==> config.mk <==
export PLATFORM = sky130hd
export DESIGN_NAME = waveform_capture
export DESIGN_NICKNAME = d
export VERILOG_FILES = /design/src/rtl/waveform_capture_pkg.sv /design/src/rtl/waveform_capture_mem.sv /design/src/rtl/waveform_capture.sv
export SDC_FILE = /design/constraint.sdc
export NUM_CORES = 1
export LEC_CHECK = 0
export BUFFER_PORTS_ARGS = -buffer_cell sky130_fd_sc_hd__buf_2
export CAP_MARGIN = 10
export CORE_ASPECT_RATIO = 1.4
export CORE_MARGIN = 2
export CORE_UTILIZATION = 36
export CTS_BUF_LIST = sky130_fd_sc_hd__clkbuf_16
export CTS_CLUSTER_DIAMETER = 80
export CTS_CLUSTER_SIZE = 8
export DETAILED_ROUTE_END_ITERATION = 10
export PLACE_DENSITY = 0.53
export SLEW_MARGIN = 0
export SYNTH_ARGS = -nofsm -noshare
export SYNTH_HDL_FRONTEND = slang
export SYNTH_SLANG_ARGS = --single-unit
export TNS_END_PERCENT = 50
==> constraint.sdc <==
create_clock -name clk -period 5.24 [get_ports clk]
set_clock_uncertainty 0.1 [all_clocks]
set_input_delay 0.262 -clock clk [delete_from_list [all_inputs] [get_ports clk]]
set_output_delay 0.262 -clock clk [all_outputs]
set_load 0.03 [all_outputs]
==> src/rtl/waveform_capture_pkg.sv <==
// Shared definitions for the waveform capture sink: FSM encoding, geometry
// and the default alternating pattern also used by the generator side.
package waveform_capture_pkg;

  typedef enum logic [1:0] {
    IDLE    = 2'd0,
    CAPTURE = 2'd1,
    DONE    = 2'd2
  } state_t;

  localparam int BYTE_BITS = 8;
  localparam int DEPTH     = 16;
  localparam int ADDR_W    = 4;

  localparam logic [BYTE_BITS-1:0] PAT_EVEN_DEFAULT = 8'hCC;
  localparam logic [BYTE_BITS-1:0] PAT_ODD_DEFAULT  = 8'hAA;

endpackage

==> src/rtl/waveform_capture_mem.sv <==
// 16x8 capture memory: synchronous write, registered read (read-before-write
// on an address collision), synchronous clear of every cell and the read port.
module capture_mem
  import waveform_capture_pkg::*;
(
  input  logic                 clk,
  input  logic                 clear,
  input  logic                 we,
  input  logic [ADDR_W-1:0]    wr_addr,
  input  logic [BYTE_BITS-1:0] wr_data,
  input  logic [ADDR_W-1:0]    rd_addr,
  output logic [BYTE_BITS-1:0] rd_data
);

  logic [BYTE_BITS-1:0] mem [DEPTH];

  // Write port and registered read; the read sees the pre-write contents.
  always_ff @(posedge clk) begin
    if (clear) begin
      for (int i = 0; i < DEPTH; i++) begin
        mem[i] <= '0;
      end
      rd_data <= '0;
    end else begin
      if (we) begin
        mem[wr_addr] <= wr_data;
      end
      rd_data <= mem[rd_addr];
    end
  end

endmodule

==> src/rtl/waveform_capture.sv <==
// Serial-to-parallel sink for the pattern generator's waveform: assembles
// LSB-first bytes, stores them at an auto-incrementing address and counts
// bytes that differ from the expected alternating pattern.
module waveform_capture
  import waveform_capture_pkg::*;
#(
  parameter logic [BYTE_BITS-1:0] PAT_EVEN = PAT_EVEN_DEFAULT,
  parameter logic [BYTE_BITS-1:0] PAT_ODD  = PAT_ODD_DEFAULT,
  parameter bit                   WRAP     = 1'b0
) (
  input  logic                 clk,
  input  logic                 clear,
  input  logic                 start,
  input  logic                 in_valid,
  input  logic                 serial_in,
  input  logic [ADDR_W-1:0]    rd_addr,
  output logic [BYTE_BITS-1:0] rd_data,
  output logic [BYTE_BITS-1:0] byte_data,
  output logic [ADDR_W-1:0]    byte_addr,
  output logic                 byte_valid,
  output logic                 busy,
  output logic                 full,
  output logic [4:0]           mismatch_count
);

  state_t               state_reg;
  logic [2:0]           bit_cnt_reg;
  logic [ADDR_W-1:0]    wr_addr_reg;
  logic [6:0]           shift_reg;
  logic [BYTE_BITS-1:0] byte_data_reg;
  logic [ADDR_W-1:0]    byte_addr_reg;
  logic                 byte_valid_reg;
  logic [4:0]           mismatch_count_reg;

  logic                 sample;
  logic                 byte_done;
  logic [BYTE_BITS-1:0] assembled;
  logic [BYTE_BITS-1:0] expected;

  // A start in any state takes priority over sampling the serial bit.
  assign sample    = (state_reg == CAPTURE) && !start && in_valid;
  assign byte_done = sample && (bit_cnt_reg == 3'd7);
  assign assembled = {serial_in, shift_reg};
  assign expected  = wr_addr_reg[0] ? PAT_ODD : PAT_EVEN;

  // Only bits 0..6 need storage; bit 7 arrives live with serial_in.
  generate
    for (genvar gi = 0; gi < 7; gi++) begin : g_shift
      // Capture serial_in into this bit slot when the bit counter points here.
      always_ff @(posedge clk) begin
        if (clear || start) begin
          shift_reg[gi] <= 1'b0;
        end else if (sample && (bit_cnt_reg == 3'(gi))) begin
          shift_reg[gi] <= serial_in;
        end
      end
    end
  endgenerate

  // Frame FSM, bit/address counters, byte outputs and pattern compare.
  always_ff @(posedge clk) begin
    if (clear) begin
      state_reg          <= IDLE;
      bit_cnt_reg        <= '0;
      wr_addr_reg        <= '0;
      byte_data_reg      <= '0;
      byte_addr_reg      <= '0;
      byte_valid_reg     <= 1'b0;
      mismatch_count_reg <= '0;
    end else begin
      byte_valid_reg <= 1'b0;
      case (state_reg)
        IDLE, DONE: begin
          if (start) begin
            state_reg          <= CAPTURE;
            bit_cnt_reg        <= '0;
            wr_addr_reg        <= '0;
            mismatch_count_reg <= '0;
          end
        end
        CAPTURE: begin
          if (start) begin
            bit_cnt_reg        <= '0;
            wr_addr_reg        <= '0;
            mismatch_count_reg <= '0;
          end else if (in_valid) begin
            bit_cnt_reg <= bit_cnt_reg + 3'd1;
            if (byte_done) begin
              byte_data_reg  <= assembled;
              byte_addr_reg  <= wr_addr_reg;
              byte_valid_reg <= 1'b1;
              wr_addr_reg    <= wr_addr_reg + 1'b1;
              if ((assembled != expected) && (mismatch_count_reg < 5'd16)) begin
                mismatch_count_reg <= mismatch_count_reg + 5'd1;
              end
              if ((wr_addr_reg == 4'hF) && !WRAP) begin
                state_reg <= DONE;
              end
            end
          end
        end
        default: state_reg <= IDLE;
      endcase
    end
  end

  capture_mem u_mem (
    .clk     (clk),
    .clear   (clear),
    .we      (byte_done),
    .wr_addr (wr_addr_reg),
    .wr_data (assembled),
    .rd_addr (rd_addr),
    .rd_data (rd_data)
  );

  assign byte_data      = byte_data_reg;
  assign byte_addr      = byte_addr_reg;
  assign byte_valid     = byte_valid_reg;
  assign busy           = (state_reg == CAPTURE);
  assign full           = (state_reg == DONE);
  assign mismatch_count = mismatch_count_reg;

endmodule
==> results of run 1 <==
==> layer usage <==
layer	vias to the layer above	track usage (%)	wire length (microns)	part of all wire, %
li1	2257	-	-	-
met1	2333	20.1	7450	38
met2	122	34.0	11000	56
met3	22	3.54	688	3.5
met4	0	7.14	500	2.5
met5	-	0	0	0
==> synth_stat cells, types with 12 or more instances <==
| master | count | share of area, % |
|---|---|---|
| a21oi_1 | 32 | 2.1 |
| nor2_1 | 22 | 1.1 |
| mux2i_1 | 23 | 2.9 |
| or2_2 | 17 | 1.4 |
| edfxtp_1 | 128 | 49 |
| mux4_2 | 20 | 5.8 |
| dfxtp_1 | 42 | 11 |
| and2_1 | 130 | 10 |
| nand3_1 | 12 | 0.77 |
| clkbuf_1 | 27 | 1.3 |
| nand2_1 | 67 | 3.2 |
==> where the power goes <==
group          internal (W)  switching (W)
Combinational     0.0000651       0.000105
Clock              0.000656       0.000520
Sequential          0.00150      0.0000274
==> critical path, delay by kind of cell, from the launching register on <==
kind | cells | cell delay (ns)
simple gates | 4 | 1.34
fa+ha+maj | 2 | 0.46
flops | 1 | 0.39
==> placed cells by master, fill, tap and decap left out, types with 2 or more instances in the layout <==
cell	n
nand2_1	67
buf_2	36
nor2_1	22
buf_4	8
o211ai_1	11
a31oi_1	2
nor3b_1	2
dfxtp_1	42
nor3_2	4
mux4_2	20
o22ai_1	4
mux2i_1	23
and2_1	130
nand2b_1	5
nand4_1	2
edfxtp_1	128
o21ai_0	5
a21oi_1	32
inv_1	9
or2_2	17
xor2_1	2
ha_1	11
nand3_1	12
nor2b_1	6
clkbuf_16	19
inv_4	4
mux2_2	11
clkinv_2	4
==> worst paths after layout <==
kind | startpoint | to | slack [ns] | depth (start not counted)
hold / removal | in_valid | byte_valid$_SDFF_PP0_ | 0.09 | 3
setup reg to reg | bit_cnt_reg[0]$_SDFFE_PP0P_ | u_mem.mem[11][2]$_SDFFCE_PN0P_ | 2.63 | 6
setup / recovery | bit_cnt_reg[0]$_SDFFE_PP0P_ | u_mem.mem[11][2]$_SDFFCE_PN0P_ | 2.63 | 6
hold reg to reg | byte_data[3]$_SDFFE_PP0P_ | byte_data[3]$_SDFFE_PP0P_ | 0.35 | 2
==> per-stage QoR <==
stage                     setup slack [ns]  hold WS (ns)  cell area (sq um)  total power (W)
after floorplan                       3.18         0.247               7810          0.00167
after global placement                2.66         0.345               8210          0.00173
after detailed placement              2.61         0.346               8210          0.00173
after CTS                             2.59        0.0722               8750          0.00290
after global routing                  2.29        0.0891               8750          0.00297
final                                 2.63        0.0908               8750          0.00287
==> kinds of logic after synthesis <==
group | Yosys count | synth area share (%)
adder cells (fa/ha/maj) | 11 | 1.76
XOR/XNOR | 3 | 0.336
AND/OR/NAND/NOR | 276 | 20.0
multiplexers | 54 | 10.3
buffers and inverters | 45 | 2.47
AO/OA/AOI/OAI | 64 | 5.14
flip-flops | 170 | 60.0
==> cell type report <==
cell class / count / area (sq um) / area share (%)
multi-input combinational: 408 / 2930 / 33.5
clock buffer: 19 / 475 / 5.43
clock inverter: 13 / 72.6 / 0.829
timing repair buffer: 44 / 240 / 2.74
inverter: 6 / 22.5 / 0.257
tap: 260 / 325 / 3.72
sequential: 170 / 4680 / 53.5
==> flow_metrics.env, run 1 <==
export IMPL_power_leakage_nw=3.20
export IMPL_core_rowCount=63
export IMPL_core_sq_um=21200
export IMPL_drive_above_1_share_pct=20.2
export IMPL_path_class="reg2reg"
export IMPL_stdcell_count=920
export IMPL_post_cts_buffers=0
export IMPL_synth_cell_type_count=49
export IMPL_p_per_area_nw_per_um2=328
export IMPL_finalCritPeriodShare_pct=49.8
export IMPL_avgSynthCellArea_sq_um=12.5
export IMPL_wl_per_cell_microns=21.3
export IMPL_cap_violations=0
export IMPL_slowest_stage="nor2_1"
export IMPL_io_pins=37
export IMPL_synth_edf_count=128
export IMPL_antenna_cells=0
export IMPL_finalSetupViolations=0
export IMPL_start_util_pct=36.8
export IMPL_ys_seq_area_share_pct=60.0
export IMPL_largest_reg_flops=128
export IMPL_ys_flop_type="edfxtp_1"
export IMPL_die_h_microns=178
export IMPL_cts_clk_slew_worst_paths_ns=0.07
export IMPL_outcome="finished clean"
export IMPL_wl_microns=19600
export IMPL_ctsHoldBuffers=0
export IMPL_critPathLaunchType="flop"
export IMPL_grt_pass1_wl_microns=29500
export IMPL_hold_path_class="in2reg"
export IMPL_yosys_warnings=0
export IMPL_ir_worst_vdd_mv=0.197
export IMPL_cts_resized=0
export IMPL_via_per_inst=5.15
export IMPL_nFillCells=1990
export IMPL_drtAntennaViolNets=0
export IMPL_slew_headroom_pct=42.8
export IMPL_worst_pin_slew_ns=0.858
export IMPL_dp_cells=888
export IMPL_tns_ns=0
export IMPL_htree_num_levels=4
export IMPL_path_common_cell="ha_1"
export IMPL_path_cells="ha_1 -> ha_1 -> nor3b_4 -> nand2_1 -> nor2_1 -> or2_2"
export IMPL_antenna_found_initial=0
export IMPL_port_buffer_count=36
export IMPL_clock_sinks=170
export IMPL_hold_viol_final=0
export IMPL_dieWidth_microns=128
export IMPL_dr_pass1_iters=4
export IMPL_ys_async_sr_fraction_pct=0
export IMPL_clock_path_buffers=2
export IMPL_netlist_area_sq_um=7810
export IMPL_drc=0
export IMPL_clk_latency_ns=0.43
export IMPL_vias=4734
export IMPL_grt_setup_unrepaired="false"
export IMPL_nNetsFinal=667
export IMPL_gp_congestion=0.829
export IMPL_grt_ovfl_total=0
export IMPL_synthCells=623
export IMPL_grt_use_total_pct=18.2
export IMPL_critPathMaxStageDelay_ns=0.51
export IMPL_dieArea_sq_um=22900
export IMPL_maxClockFrequency_mhz=384
export IMPL_grt_max_degree=40
export IMPL_ys_ff_latch=170
export IMPL_slew_violations=0
export IMPL_path_max_fanout=9
export IMPL_dpl_hpwl_microns=13800
export IMPL_cts_buffers=17
export IMPL_crit_arrival_ns=2.63
export IMPL_end_kind="flop"
export IMPL_cts_root_buffer="clkbuf_16"
export IMPL_area_delta_synth_final_pct=12.1
export IMPL_finalCriticalPeriod_ns=2.61
export IMPL_tritoncts="done"
export IMPL_fin_util_pct=41.3
export IMPL_required_ns=5.26
export IMPL_grt_pass1_vias=4948
export IMPL_drt_iter0_drc=389
export IMPL_synthesis_nets=643
No activity file was read; power rests on OpenSTA's default activity.
==> inputs of run 2 (changes only) <==
--- a/config.mk
+++ b/config.mk
@@ -5,6 +5,7 @@
 export SDC_FILE = /design/constraint.sdc
 export NUM_CORES = 1
 export LEC_CHECK = 0
+export ABC_AREA = 1
 export BUFFER_PORTS_ARGS = -buffer_cell sky130_fd_sc_hd__buf_2
 export CAP_MARGIN = 10
 export CORE_ASPECT_RATIO = 1.4
@@ -14,7 +15,7 @@
 export CTS_CLUSTER_DIAMETER = 80
 export CTS_CLUSTER_SIZE = 8
 export DETAILED_ROUTE_END_ITERATION = 10
-export PLACE_DENSITY = 0.53
+export PLACE_DENSITY = 0.54
 export SLEW_MARGIN = 0
 export SYNTH_ARGS = -nofsm -noshare
 export SYNTH_HDL_FRONTEND = slang
==> constraint.sdc (replaced) <==
create_clock -name clk -period 2.6 [get_ports clk]
set_clock_uncertainty 0.1 [all_clocks]
set_input_delay 0.13 -clock clk [delete_from_list [all_inputs] [get_ports clk]]
set_output_delay 0.13 -clock clk [all_outputs]
set_load 0.03 [all_outputs]
==> run 2 against run 1 <==
Net effect:
- sequential share of layout area grew 0.52 points
- synthesized cell count grew 23%
- maximum frequency grew 17%
- design area shrank 0.96%
- highest routed layer unchanged
==> flow_metrics.env, run 2 <==
export IMPL_grt_max_degree=65
export IMPL_ys_ff_latch=170
export IMPL_maxClockFrequency_mhz=449
export IMPL_slew_violations=0
export IMPL_grt_use_total_pct=17.7
export IMPL_core_rowCount=63
export IMPL_critPathMaxStageDelay_ns=0.37
export IMPL_path_class="reg2reg"
export IMPL_p_per_area_nw_per_um2=672
export IMPL_synth_area_top_cells="edfxtp_1 (50%), nor2_1 (12%), dfxtp_1 (11%), o21ai_0 (5.4%), o211ai_1 (3.2%)"
export IMPL_drt_iter0_drc=396
export IMPL_clock_path_buffers=2
export IMPL_drive_above_1_share_pct=14.2
export IMPL_slowest_stage="dfxtp_1"
export IMPL_synth_simple_area_share_pct=20.8
export IMPL_yosysTopAreaCellShare_pct=50.4
export IMPL_gp_congestion=0.820
export IMPL_dpl_hpwl_microns=12900
export IMPL_port_buffer_count=36
export IMPL_antenna_cells=0
export IMPL_grt_ovfl_total=0
export IMPL_avgSynthCellArea_sq_um=9.93
export IMPL_finalCriticalPeriod_ns=2.23
export IMPL_synth_edf_count=128
export IMPL_tns_ns=0
export IMPL_netlist_area_sq_um=7630
export IMPL_worst_pin_slew_ns=0.601
export IMPL_finalCritPeriodShare_pct=85.7
export IMPL_hold_path_class="in2reg"
export IMPL_synth_most_common_cell="nor2_1"
export IMPL_critPathLaunchType="flop"
export IMPL_grt_setup_unrepaired="false"
export IMPL_drc=0
export IMPL_synth_fa_ha_area_share_pct=1.80
export IMPL_synth_top_family_by_area="simple AND/OR/NAND/NOR gates"
export IMPL_synth_common_cells="nor2_1 (249), edfxtp_1 (128), o21ai_0 (82)"
export IMPL_slew_headroom_pct=59.9
export IMPL_stdcell_count=1075
export IMPL_dr_pass1_iters=5
export IMPL_start_util_pct=36.4
export IMPL_clk_latency_ns=0.43
export IMPL_cap_violations=0
export IMPL_synthCells=768
export IMPL_nNetsFinal=822
export IMPL_synthXorXnorAreaFrac_pct=0.230
export IMPL_ys_seq_area_share_pct=61.4
export IMPL_wl_per_cell_microns=17.8
export IMPL_path_cells="ha_1 -> ha_1 -> nand3_4 -> nor2_4 -> inv_4 -> nor2_4 -> nand2_2 -> nand2_1"
export IMPL_ys_async_sr_fraction_pct=0
export IMPL_die_h_microns=176
export IMPL_via_per_inst=5.00
export IMPL_cts_root_buffer="clkbuf_16"
export IMPL_cts_clk_slew_worst_paths_ns=0.06
export IMPL_vias=5378
export IMPL_grt_pass1_vias=5261
export IMPL_core_sq_um=21000
export IMPL_htree_num_levels=4
export IMPL_io_pins=37
export IMPL_dp_cells=1041
export IMPL_dieArea_sq_um=22400
export IMPL_tritoncts="done"
export IMPL_crit_arrival_ns=2.22
export IMPL_largest_reg_flops=128
export IMPL_synthesis_nets=788
export IMPL_final_common_cell="nor2_1"
export IMPL_synth_compound_area_share_pct=11.5
export IMPL_most_common_layout_cells="nor2_1 (249), edfxtp_1 (128), o21ai_0 (82)"
export IMPL_finalSetupViolations=0
export IMPL_grt_pass1_wl_microns=29400
export IMPL_dieWidth_microns=127
export IMPL_end_kind="flop"
export IMPL_yosys_warnings=0
export IMPL_netlist_top_cell_by_area="edfxtp_1"
export IMPL_path_max_fanout=9
export IMPL_outcome="finished clean"
export IMPL_drtAntennaViolNets=0
export IMPL_area_delta_synth_final_pct=13.7
export IMPL_ys_flop_type="edfxtp_1"
export IMPL_wl_microns=19100
export IMPL_power_leakage_nw=3.26
export IMPL_hold_viol_final=0
export IMPL_ir_worst_vdd_mv=0.433
export IMPL_clock_sinks=170
export IMPL_synthMuxAreaShare_pct=0
export IMPL_cts_buffers=17
export IMPL_synth_cell_type_count=33
export IMPL_antenna_found_initial=0
export IMPL_required_ns=2.60
[run 2: worst paths after layout]
check | to | cells after the start | slack, ns | start
worst min-delay path | mismatch_count[3]$_SDFFE_PP0P_ | 2 | 0.03 | clear
worst max-delay path | u_mem.mem[3][2]$_SDFFCE_PN0P_ | 8 | 0.37 | bit_cnt_reg[1]$_SDFFE_PP0P_
worst max register to register | u_mem.mem[3][2]$_SDFFCE_PN0P_ | 8 | 0.37 | bit_cnt_reg[1]$_SDFFE_PP0P_
worst min register to register | assembled[3]$_SDFFE_PP0P_ | 2 | 0.37 | assembled[3]$_SDFFE_PP0P_
[run 2: area by class of cell]
class	instances	area, sq um
Clock inverter	15	139
Tap cell	260	325
Clock buffer	17	425
Sequential cell	170	4680
Fill cell	2063	12300
Inverter	43	164
Timing Repair Buffer	53	313
Multi-Input combinational cell	517	2620
[run 2: kinds of logic (layout without fill, tap and decap cells)]
| kind of cell | after synthesis | after routing |
|---|---|---|
| flip-flops | 170 | 170 |
| buffers and inverters | 81 | 128 |
| AO/OA/AOI/OAI | 153 | 153 |
| XOR/XNOR | 2 | 2 |
| adder cells (fa/ha/maj) | 11 | 11 |
| AND/OR/NAND/NOR | 351 | 351 |
[run 2: routing by layer]
layer	share of wire [%]	track usage, %	up-vias
met2	51	31.6	163
li1	-	-	2683
met1	41	20.3	2495
met4	3.7	8.61	0
met5	0	0	-
met3	4.2	3.48	37
[run 2: where the power goes]
| group | total (W) | internal, W | switching [W] |
|---|---|---|---|
| sequential | 0.00304 | 0.00300 | 0.0000314 |
| clock | 0.00241 | 0.00133 | 0.00108 |
| combinational | 0.000378 | 0.000101 | 0.000277 |
| total | 0.00583 | 0.00444 | 0.00139 |
[run 2: through the flow]
stage               cell area, sq um  hold slack (ns)  power, W  worst slack [ns]  util, %
finish                          8670           0.0294   0.00583             0.371     41.3
floorplan                       7630           0.0991   0.00335             0.657        -
global route                    8670           0.0362   0.00602             0.228     41.3
CTS                             8670           0.0156   0.00587             0.349     41.3
detailed placement              8090            0.364   0.00347             0.355     38.6
global placement                8090            0.357   0.00347             0.394     38.6
[run 2: critical path: cells and delay by family, from the launching register on]
family	cells	cell delay, ns
adder cells (fa/ha/maj)	2	0.40
buffers and inverters	1	0.10
flip-flops	1	0.37
AND/OR/NAND/NOR	5	0.92
[run 2: what timing repair did]
action / 4_1_cts / 5_1_grt
hold buffers: 2 / 0
hold endpoints to repair: 13 / 0
gates resized for setup: 0 / 0
buffers inserted: 0 / 0
==> inputs of run 3 (changes only) <==
--- a/config.mk
+++ b/config.mk
@@ -11,7 +11,7 @@
 export CORE_ASPECT_RATIO = 1.4
 export CORE_MARGIN = 2
 export CORE_UTILIZATION = 36
-export CTS_BUF_LIST = sky130_fd_sc_hd__clkbuf_16
+export CTS_BUF_LIST = sky130_fd_sc_hd__clkbuf_4
 export CTS_CLUSTER_DIAMETER = 80
 export CTS_CLUSTER_SIZE = 8
 export DETAILED_ROUTE_END_ITERATION = 10
==> run 3 against run 2 <==
Net effect:
- core utilization shrank 1.2 points
- register-to-register slack about the same
- cell count up 0.56%
- critical path type unchanged
- critical endpoint is now u_mem.mem[3][5]$_SDFFCE_PN0P_
- highest routed layer unchanged
==> flow_metrics.env, run 3 (synthesized netlist as in run 2, its figures left out) <==
export IMPL_grt_use_total_pct=17.6
export IMPL_finalSetupViolations=0
export IMPL_dr_pass1_iters=6
export IMPL_wl_microns=19100
export IMPL_dieArea_sq_um=22400
export IMPL_power_leakage_nw=3.15
export IMPL_cts_resized=0
export IMPL_ctsHoldBuffers=7
export IMPL_hold_path_class="in2reg"
export IMPL_io_pins=37
export IMPL_cts_root_buffer="clkbuf_4"
export IMPL_stdcell_count=1081
export IMPL_critPathLaunchType="flop"
export IMPL_outcome="finished clean"
export IMPL_nNetsFinal=827
export IMPL_core_rowCount=63
export IMPL_critPathMaxStageDelay_ns=0.39
export IMPL_switching_power_w=0.00128
export IMPL_ir_worst_vdd_mv=0.262
export IMPL_wl_per_cell_microns=17.7
export IMPL_drive_above_1_share_pct=14.1
export IMPL_final_common_cell="nor2_1"
export IMPL_antenna_found_initial=1
export IMPL_wl_met2_microns=9650
export IMPL_drtAntennaViolNets=0
export IMPL_dieWidth_microns=127
export IMPL_cap_violations=0
export IMPL_drt_iter0_drc=366
export IMPL_clk_latency_ns=0.57
export IMPL_p_per_area_nw_per_um2=579
export IMPL_clock_path_buffers=2
export IMPL_fin_util_pct=40.2
export IMPL_routed_top_layer="met4"
export IMPL_wl_met3_microns=809
export IMPL_post_cts_buffers=0
export IMPL_clkPwrFrac_pct=30.0
export IMPL_start_util_pct=36.4
export IMPL_grt_pass1_wl_microns=29200
export IMPL_htree_num_levels=4
export IMPL_p_comb_share_pct=7.9
export IMPL_required_ns=2.77
export IMPL_end_kind="flop"
export IMPL_clock_sinks=170
export IMPL_path_class="reg2reg"
export IMPL_path_max_fanout=9
export IMPL_die_h_microns=176
export IMPL_cts_buffers=17
export IMPL_tns_ns=0
export IMPL_power_w=0.00488
export IMPL_crit_arrival_ns=2.38
export IMPL_grt_pass1_vias=5282
export IMPL_cts_clk_slew_worst_paths_ns=0.15
export IMPL_drc=0
export IMPL_area_delta_synth_final_pct=10.5
export IMPL_gp_congestion=0.820
export IMPL_core_sq_um=21000
export IMPL_vias=5437
export IMPL_grt_max_degree=65
export IMPL_internal_power_w=0.00360
export IMPL_finalCritPeriodShare_pct=85.2
export IMPL_hold_viol_final=0
export IMPL_slowest_stage="dfxtp_1"
export IMPL_port_buffer_count=36
export IMPL_drt_met1_wl_microns=7800
export IMPL_via_per_inst=5.03
export IMPL_slew_headroom_pct=60.2
export IMPL_slew_violations=0
export IMPL_worst_pin_slew_ns=0.597
export IMPL_dp_cells=1041
export IMPL_finalCriticalPeriod_ns=2.22
export IMPL_switching_share_pct=26.3
export IMPL_maxClockFrequency_mhz=451
export IMPL_tritoncts="done"
export IMPL_grt_setup_unrepaired="false"
export IMPL_dpl_hpwl_microns=12900
export IMPL_path_cells="ha_1 -> ha_1 -> nand3_4 -> nor2_4 -> inv_4 -> nor2_4 -> nand2_2 -> nand2_1"
export IMPL_seq_power_share_pct=62.1
export IMPL_largest_reg_flops=128
export IMPL_grt_ovfl_total=0
export IMPL_most_common_layout_cells="nor2_1 (249), edfxtp_1 (128), o21ai_0 (82)"
run 3: area by class of cell:
cell class | count | area, sq um
flip-flops and latches | 170 | 4680
fillers | 2091 | 12500
clock buffers | 17 | 128
diodes | 1 | 2.50
well taps | 260 | 325
multi-input cells | 517 | 2620
repair buffers | 58 | 363
inverters | 43 | 164
clock inverters | 15 | 139
run 3: path summary, 6_finish.rpt:
check | startpoint | end | cells past startpoint | slack, ns
worst min register to register | assembled[3]$_SDFFE_PP0P_ | assembled[3]$_SDFFE_PP0P_ | 2 | 0.38
worst max register to register | bit_cnt_reg[1]$_SDFFE_PP0P_ | u_mem.mem[3][5]$_SDFFCE_PN0P_ | 8 | 0.38
worst max-delay path | bit_cnt_reg[1]$_SDFFE_PP0P_ | u_mem.mem[3][5]$_SDFFCE_PN0P_ | 8 | 0.38
worst min-delay path | rd_addr[2] | u_mem.rd_data[3]$_SDFF_PP0_ | 4 | 0.10
run 3: through the flow:
stage               setup slack (ns)  instance area [sq um]  hold slack [ns]
global route                   0.228                   8420            0.109
floorplan                      0.657                   7630           0.0991
global placement               0.394                   8090            0.357
finish                         0.385                   8420            0.103
detailed placement             0.355                   8090            0.364
CTS                            0.347                   8420           0.0783
run 3: power by group through the flow:
stage / sequential (W) / clock, W / combinational (W)
final: 0.00303 / 0.00146 / 0.000384
after global routing: 0.00304 / 0.00159 / 0.000424
after CTS: 0.00303 / 0.00149 / 0.000387
after detailed placement: 0.00309 / 0 / 0.000377
after global placement: 0.00309 / 0 / 0.000378
after floorplan: 0.00311 / 0 / 0.000238
run 3: routing by layer:
metal / global-route usage, % / vias up
li1: - / 2694
met1: 20.1 / 2533
met2: 31.2 / 162
met3: 3.30 / 48
met4: 9.16 / 0
met5: 0 / -
run 3: worst max-delay path, delay by kind of cell, from the launching register on:
family                   cells  cell delay [ns]
adder cells (fa/ha/maj)      2             0.40
buffers and inverters        1             0.10
AND/OR/NAND/NOR              5             0.92
flip-flops                   1             0.39
